==> src/rtl/asr_seq8.sv <==
// asr_seq8: multi-cycle arithmetic shift-right sequencer built around the ASR8 stage (0..3 per pass).
// Optional macro ASR_SEQ_LSR_EN adds a 'logical' input that selects a zero-filling shift.
module asr_seq8 #(
   parameter int SHW = 4
) (
   input  logic           clk,
   input  logic           reset_n,
   input  logic           start,
   input  logic [7:0]     d_in,
   input  logic [SHW-1:0] shamt_total,
`ifdef ASR_SEQ_LSR_EN
   input  logic           logical,
`endif
   output logic [7:0]     d_out,
   output logic           busy,
   output logic           done
);

   typedef enum logic [1:0] {
      IDLE  = 2'd0,
      SHIFT = 2'd1,
      DONE  = 2'd2
   } state_t;

   state_t         state_r, state_s;
   logic [7:0]     data_r, data_s;
   logic [SHW-1:0] rem_r, rem_s;
   logic           logical_r, logical_s;
   logic           logical_in_s;
   logic [1:0]     step_s;
   logic [SHW-1:0] rem_left_s;
   logic [7:0]     pass_s;
   logic [7:0]     d_out_r;
   logic           busy_r, busy_s;
   logic           done_r, done_s;
   logic           load_out_s;

   // ASR8 stage: sign bit replicated into the vacated MSBs
   function automatic logic [7:0] asr8(input logic [7:0] d, input logic [1:0] sh);
      logic [7:0] r;
      case (sh)
         2'd0:    r = d;
         2'd1:    r = {d[7], d[7:1]};
         2'd2:    r = {{2{d[7]}}, d[7:2]};
         2'd3:    r = {{3{d[7]}}, d[7:3]};
         default: r = d;
      endcase
      return r;
   endfunction

`ifdef ASR_SEQ_LSR_EN
   assign logical_in_s = logical;
`else
   assign logical_in_s = 1'b0;
`endif

   // Per-pass datapath: step never exceeds rem, so rem cannot underflow
   always_comb begin
      step_s = 2'd0;
      if (rem_r >= SHW'(3)) begin
         step_s = 2'd3;
      end else begin
         step_s = rem_r[1:0];
      end
      rem_left_s = rem_r - SHW'(step_s);
      if (logical_r) begin
         pass_s = data_r >> step_s;
      end else begin
         pass_s = asr8(data_r, step_s);
      end
   end

   // State and datapath registers
   always_ff @(posedge clk or negedge reset_n) begin
      if (!reset_n) begin
         state_r   <= IDLE;
         data_r    <= 8'h00;
         rem_r     <= '0;
         logical_r <= 1'b0;
      end else begin
         state_r   <= state_s;
         data_r    <= data_s;
         rem_r     <= rem_s;
         logical_r <= logical_s;
      end
   end

   // Next-state logic: a start in DONE is accepted exactly like one in IDLE
   always_comb begin
      state_s   = state_r;
      data_s    = data_r;
      rem_s     = rem_r;
      logical_s = logical_r;
      case (state_r)
         IDLE, DONE: begin
            if (start) begin
               data_s    = d_in;
               rem_s     = shamt_total;
               logical_s = logical_in_s;
               if (shamt_total == '0) begin
                  state_s = DONE;
               end else begin
                  state_s = SHIFT;
               end
            end else begin
               state_s = IDLE;
            end
         end
         SHIFT: begin
            data_s = pass_s;
            rem_s  = rem_left_s;
            if (rem_left_s == '0) begin
               state_s = DONE;
            end else begin
               state_s = SHIFT;
            end
         end
         default: begin
            state_s = IDLE;
         end
      endcase
   end

   // Output decode from the next state so busy/done/d_out can be registered
   always_comb begin
      busy_s     = (state_s == SHIFT);
      done_s     = (state_s == DONE);
      load_out_s = (state_s == DONE);
   end

   // Registered outputs; d_out only changes on entry to DONE
   always_ff @(posedge clk or negedge reset_n) begin
      if (!reset_n) begin
         d_out_r <= 8'h00;
         busy_r  <= 1'b0;
         done_r  <= 1'b0;
      end else begin
         busy_r <= busy_s;
         done_r <= done_s;
         if (load_out_s) begin
            d_out_r <= data_s;
         end else begin
            d_out_r <= d_out_r;
         end
      end
   end

   assign d_out = d_out_r;
   assign busy  = busy_r;
   assign done  = done_r;

endmodule

==> config.mk <==
export PLATFORM = sky130hd
export DESIGN_NAME = asr_seq8
export DESIGN_NICKNAME = d
export VERILOG_FILES = /design/src/rtl/asr_seq8.sv
export SDC_FILE = /design/constraint.sdc
export NUM_CORES = 1
export LEC_CHECK = 0
export CAP_MARGIN = 20
export CORE_ASPECT_RATIO = 2
export CORE_MARGIN = 5
export CORE_UTILIZATION = 40
export CTS_CLUSTER_DIAMETER = 150
export CTS_CLUSTER_SIZE = 30
export DETAILED_ROUTE_END_ITERATION = 12
export PLACE_DENSITY = 0.62
export SLEW_MARGIN = 40
export SYNTH_ARGS = -nofsm -noshare
export SYNTH_HDL_FRONTEND = slang
export SYNTH_SLANG_ARGS = --single-unit
==> constraint.sdc <==
create_clock -name clk -period 5.45 [get_ports clk]
set_clock_uncertainty 0.05 [all_clocks]
set_input_delay 1.3625 -clock clk [delete_from_list [all_inputs] [get_ports clk]]
set_output_delay 1.3625 -clock clk [all_outputs]
set_load 0.05 [all_outputs]
==> out/qor.json <==
{
  "clk_transition_reported_paths": {"value": 80, "unit": "ps"},
  "clockBufferDepth": {"value": 2},
  "power_density": {"value": 704, "unit": "mW/mm²"},
  "maxSlewViolCount": {"value": 0},
  "yosysWarningCount": {"value": 0},
  "buffer_ports.inserted": {"value": 24},
  "tightest_slew": {"value": 624, "unit": "ps"},
  "routed_wire_length_per_instance": {"value": 19.0, "unit": "µm"},
  "routability_congestion": {"value": 0.836},
  "async_flop_share": {"value": 100, "unit": "%"},
  "via_count_of_the_first_global_routing_pass": {"value": 1115},
  "grt.total_usage": {"value": 15.7, "unit": "%"},
  "timing.critical_path.arrival": {"value": 3630, "unit": "ps"},
  "count_of_different_cell_masters_after_synthesis": {"value": 37},
  "hpwl": {"value": 2.59, "unit": "mm"},
  "placed_cell_area": {"value": 0.00158, "unit": "mm²"},
  "rows": {"value": 30},
  "cp-start-kind": {"value": "input pin"},
  "chipWidth": {"value": 51.0, "unit": "µm"},
  "postCtsHoldBufs": {"value": 0},
  "remaining_drc_errors": {"value": 0},
  "post-cts-setup-buffer-count": {"value": 0},
  "maximum_number_of_pins_on_one_net_before_global_route_repair": {"value": 25},
  "total_routed_wirelength": {"value": 3.39, "unit": "mm"},
  "number_of_buffers_added_by_the_clock_tree_synthesis_step": {"value": 3},
  "leakagePower": {"value": 0.000668, "unit": "µW"},
  "routed.top_layer": {"value": "met4"},
  "multi_input_area": {"value": 681, "unit": "µm²"},
  "fin_worst_hold_slack": {"value": 448, "unit": "ps"},
  "syn-cell-area": {"value": 0.00135, "unit": "mm²"},
  "die-height": {"value": 92.0, "unit": "µm"},
  "rsz_0062_raised_after_global_routing": {"value": "false"},
  "ys.flop_type": {"value": "sky130_fd_sc_hd__dfrtp_1"},
  "worstReg2RegEnd": {"value": "d_out[3]"},
  "antenna_cells": {"value": 0},
  "grt_pass1_wl": {"value": 5.59, "unit": "mm"},
  "core_area": {"value": 0.00334, "unit": "mm²"},
  "worstReg2RegStart": {"value": "rem_r[2]"},
  "synth_seq_cells": {"value": 24},
  "final_period_minus_worst_setup_slack": {"value": 3530, "unit": "ps"},
  "initial_antenna_violation_count": {"value": 0},
  "min_path_type": {"value": "register to register"},
  "peak_freq": {"value": 0.284, "unit": "GHz"},
  "drtIter0Drc": {"value": 16},
  "p_total": {"value": 1150, "unit": "µW"},
  "fin_setup_tns": {"value": 0, "unit": "ps"},
  "initial_core_utilization": {"value": 40.3, "unit": "%"},
  "timing.critical_path.from": {"value": "start"},
  "syn-num-nets": {"value": 145},
  "timing.reg2reg.worst_path_depth": {"value": 7},
  "fraction_of_final_layout_cells_with_drive_strength_greater_than_1": {"value": 17.0, "unit": "%"},
  "final_min_period_over_clock_period": {"value": 64.7, "unit": "%"},
  "max_stage_delay": {"value": 770, "unit": "ps"},
  "m1WireLength": {"value": 1.35, "unit": "mm"},
  "clock_insertion_delay_at_the_later_pin_of_the_skew_report": {"value": 260, "unit": "ps"},
  "detailed_route_wirelength_on_metal2": {"value": 1.90, "unit": "mm"},
  "max-cap-violations": {"value": 0},
  "globalRoute.totalOverflow": {"value": 0},
  "cts-htree-levels": {"value": 1},
  "post_synth_inst_count": {"value": 129},
  "final-setup-viol-count": {"value": 0},
  "tritoncts_clock_tree": {"value": "built"},
  "max_slew_margin": {"value": 58.3, "unit": "%"},
  "drtAntennaViolNets": {"value": 0},
  "setup.worst_path.class": {"value": "input pin to register"},
  "wl_met3": {"value": 110, "unit": "µm"},
  "flow.area_growth_from_synthesis": {"value": 21.1, "unit": "%"},
  "worst_path_max_delay_cell": {"value": "sky130_fd_sc_hd__clkdlybuf4s50_1"},
  "number_of_vias_per_cell": {"value": 5.99},
  "cp_data_required_time": {"value": 5550, "unit": "ps"},
  "post_cts_resize_count": {"value": 0},
  "numClockSinks": {"value": 24},
  "syn_area_per_cell": {"value": 10.4, "unit": "µm²"},
  "synth-seq-area-share": {"value": 44.6, "unit": "%"},
  "worst-path-max-fanout": {"value": 11},
  "clock-root-buffer": {"value": "sky130_fd_sc_hd__clkbuf_8"},
  "drt-pass1-iter-count": {"value": 4},
  "io_pins": {"value": 25},
  "cp_cell_sequence": {"value": "clkdlybuf4s50_1, nor2b_1, a22oi_1, inv_2, mux2_2"},
  "crit_end": {"value": "d_out[3]"},
  "via_count": {"value": 1072},
  "area.sequential": {"value": 601, "unit": "µm²"},
  "stdcell_area": {"value": 0.00163, "unit": "mm²"},
  "floorplan.die_area": {"value": 0.00470, "unit": "mm²"},
  "final-hold-violation-count": {"value": 0},
  "fillerInstances": {"value": 308},
  "run_status": {"value": "finished, final reports clean"},
  "rrSetupSlack": {"value": 2920, "unit": "ps"},
  "design.final.nets": {"value": 164},
  "peakVddDrop": {"value": 0.328, "unit": "mV"},
  "endpoint_kind": {"value": "register"},
  "synth-edff-count": {"value": 0}
}
## metal layers
metal  vias up  track usage, %
met2        26            28.9
li1        517               -
met1       525            17.5
met4         0            5.39
met3         4            2.60
met5         -               0
## power breakdown
group / switching [µW] / leakage, µW / internal (µW)
clock network: 54.5 / 0.0000288 / 64.5
registers: 135 / 0.000290 / 270
logic: 344 / 0.000349 / 280
total: 533 / 0.000668 / 614
## kinds of logic after synthesis
kind of cell	count (synthesis)	share of synthesized area (%)
AND/OR/NAND/NOR	40	18.8
multiplexers	17	13.7
buffers and inverters	14	4.83
AO/OA/AOI/OAI	33	17.2
flip-flops	24	44.6
adder cells (fa/ha/maj)	1	0.929
## cell usage in the layout, fill, tap and decap left out, drive strengths merged, types with 2 or more instances in the layout
cell           instances
o21ai                  6
buf                    2
clkbuf                 4
nor4                   2
o221ai                 8
inv                    3
clkdlybuf4s50         23
or3b                   8
a211oi                 3
nand3                  5
nor2                   2
nor2b                  4
nand2                  6
a21oi                  8
nand3b                 2
dfrtp                 24
mux2i                  9
nand2b                 4
mux2                   8
## area by class of cell
class                           count  share of cell area, %
Sequential cell                    24                   36.8
Tap cell                           32                   2.46
Timing Repair Buffer               25                   14.9
Clock buffer                        4                   3.38
Multi-Input combinational cell     91                   41.7
Inverter                            3                  0.691
## sequential cells by signal (all words and copies together), names as in the netlist
| signal | flops |
|---|---|
| data_r | 8 |
| rem_r | 4 |
| state_r | 2 |
| busy | 1 |
| d_out | 8 |
| done | 1 |
## through the flow
stage | setup slack [ps] | util (%) | cells
5_1_grt | 1740 | 48.8 | 179
4_1_cts | 1920 | 48.8 | 179
2_1_floorplan | 2630 | - | 129
3_5_place_dp | 1620 | 47.2 | 175
6_report | 1920 | 48.8 | 179
3_3_place_gp | 1720 | 47.3 | 175
## worst min-delay path by stage
stage | startpoint | cells past startpoint | end | slack (ps)
3_3_place_gp | d_out[4] | 2 | d_out[4] | 420
3_5_place_dp | d_out[4] | 2 | d_out[4] | 430
5_1_grt | d_out[0] | 1 | d_out[0] | 500
2_1_floorplan | data_r[0] | 2 | data_r[0] | 470
4_1_cts | d_out[4] | 2 | d_out[4] | 450
6_report | d_out[4] | 2 | d_out[4] | 450
## critical path: cells and delay by family
family	cells	cell delay, ps
AO/OA/AOI/OAI	1	340
buffers and inverters	2	990
multiplexers	1	350
AND/OR/NAND/NOR	1	590
## cells in the mapped netlist (2+ instances only)
master	n	area, µm²
sky130_fd_sc_hd__nand3b_1	2	15.0
sky130_fd_sc_hd__o21ai_0	6	30.0
sky130_fd_sc_hd__nand2b_1	4	25.0
sky130_fd_sc_hd__a211oi_1	3	22.5
sky130_fd_sc_hd__nand3_1	5	25.0
sky130_fd_sc_hd__nand2_1	6	22.5
sky130_fd_sc_hd__nor2b_1	4	25.0
sky130_fd_sc_hd__mux2i_1	9	90.1
sky130_fd_sc_hd__a21oi_1	8	40.0
sky130_fd_sc_hd__buf_2	4	20.0
sky130_fd_sc_hd__inv_1	2	7.51
sky130_fd_sc_hd__o221ai_1	8	70.1
sky130_fd_sc_hd__nor2_1	2	7.51
sky130_fd_sc_hd__clkbuf_1	6	22.5
sky130_fd_sc_hd__dfrtp_1	24	601
sky130_fd_sc_hd__or3b_2	8	70.1
sky130_fd_sc_hd__mux2_2	7	78.8
sky130_fd_sc_hd__nor4_1	2	12.5
(Power assumes the default switching activity.)
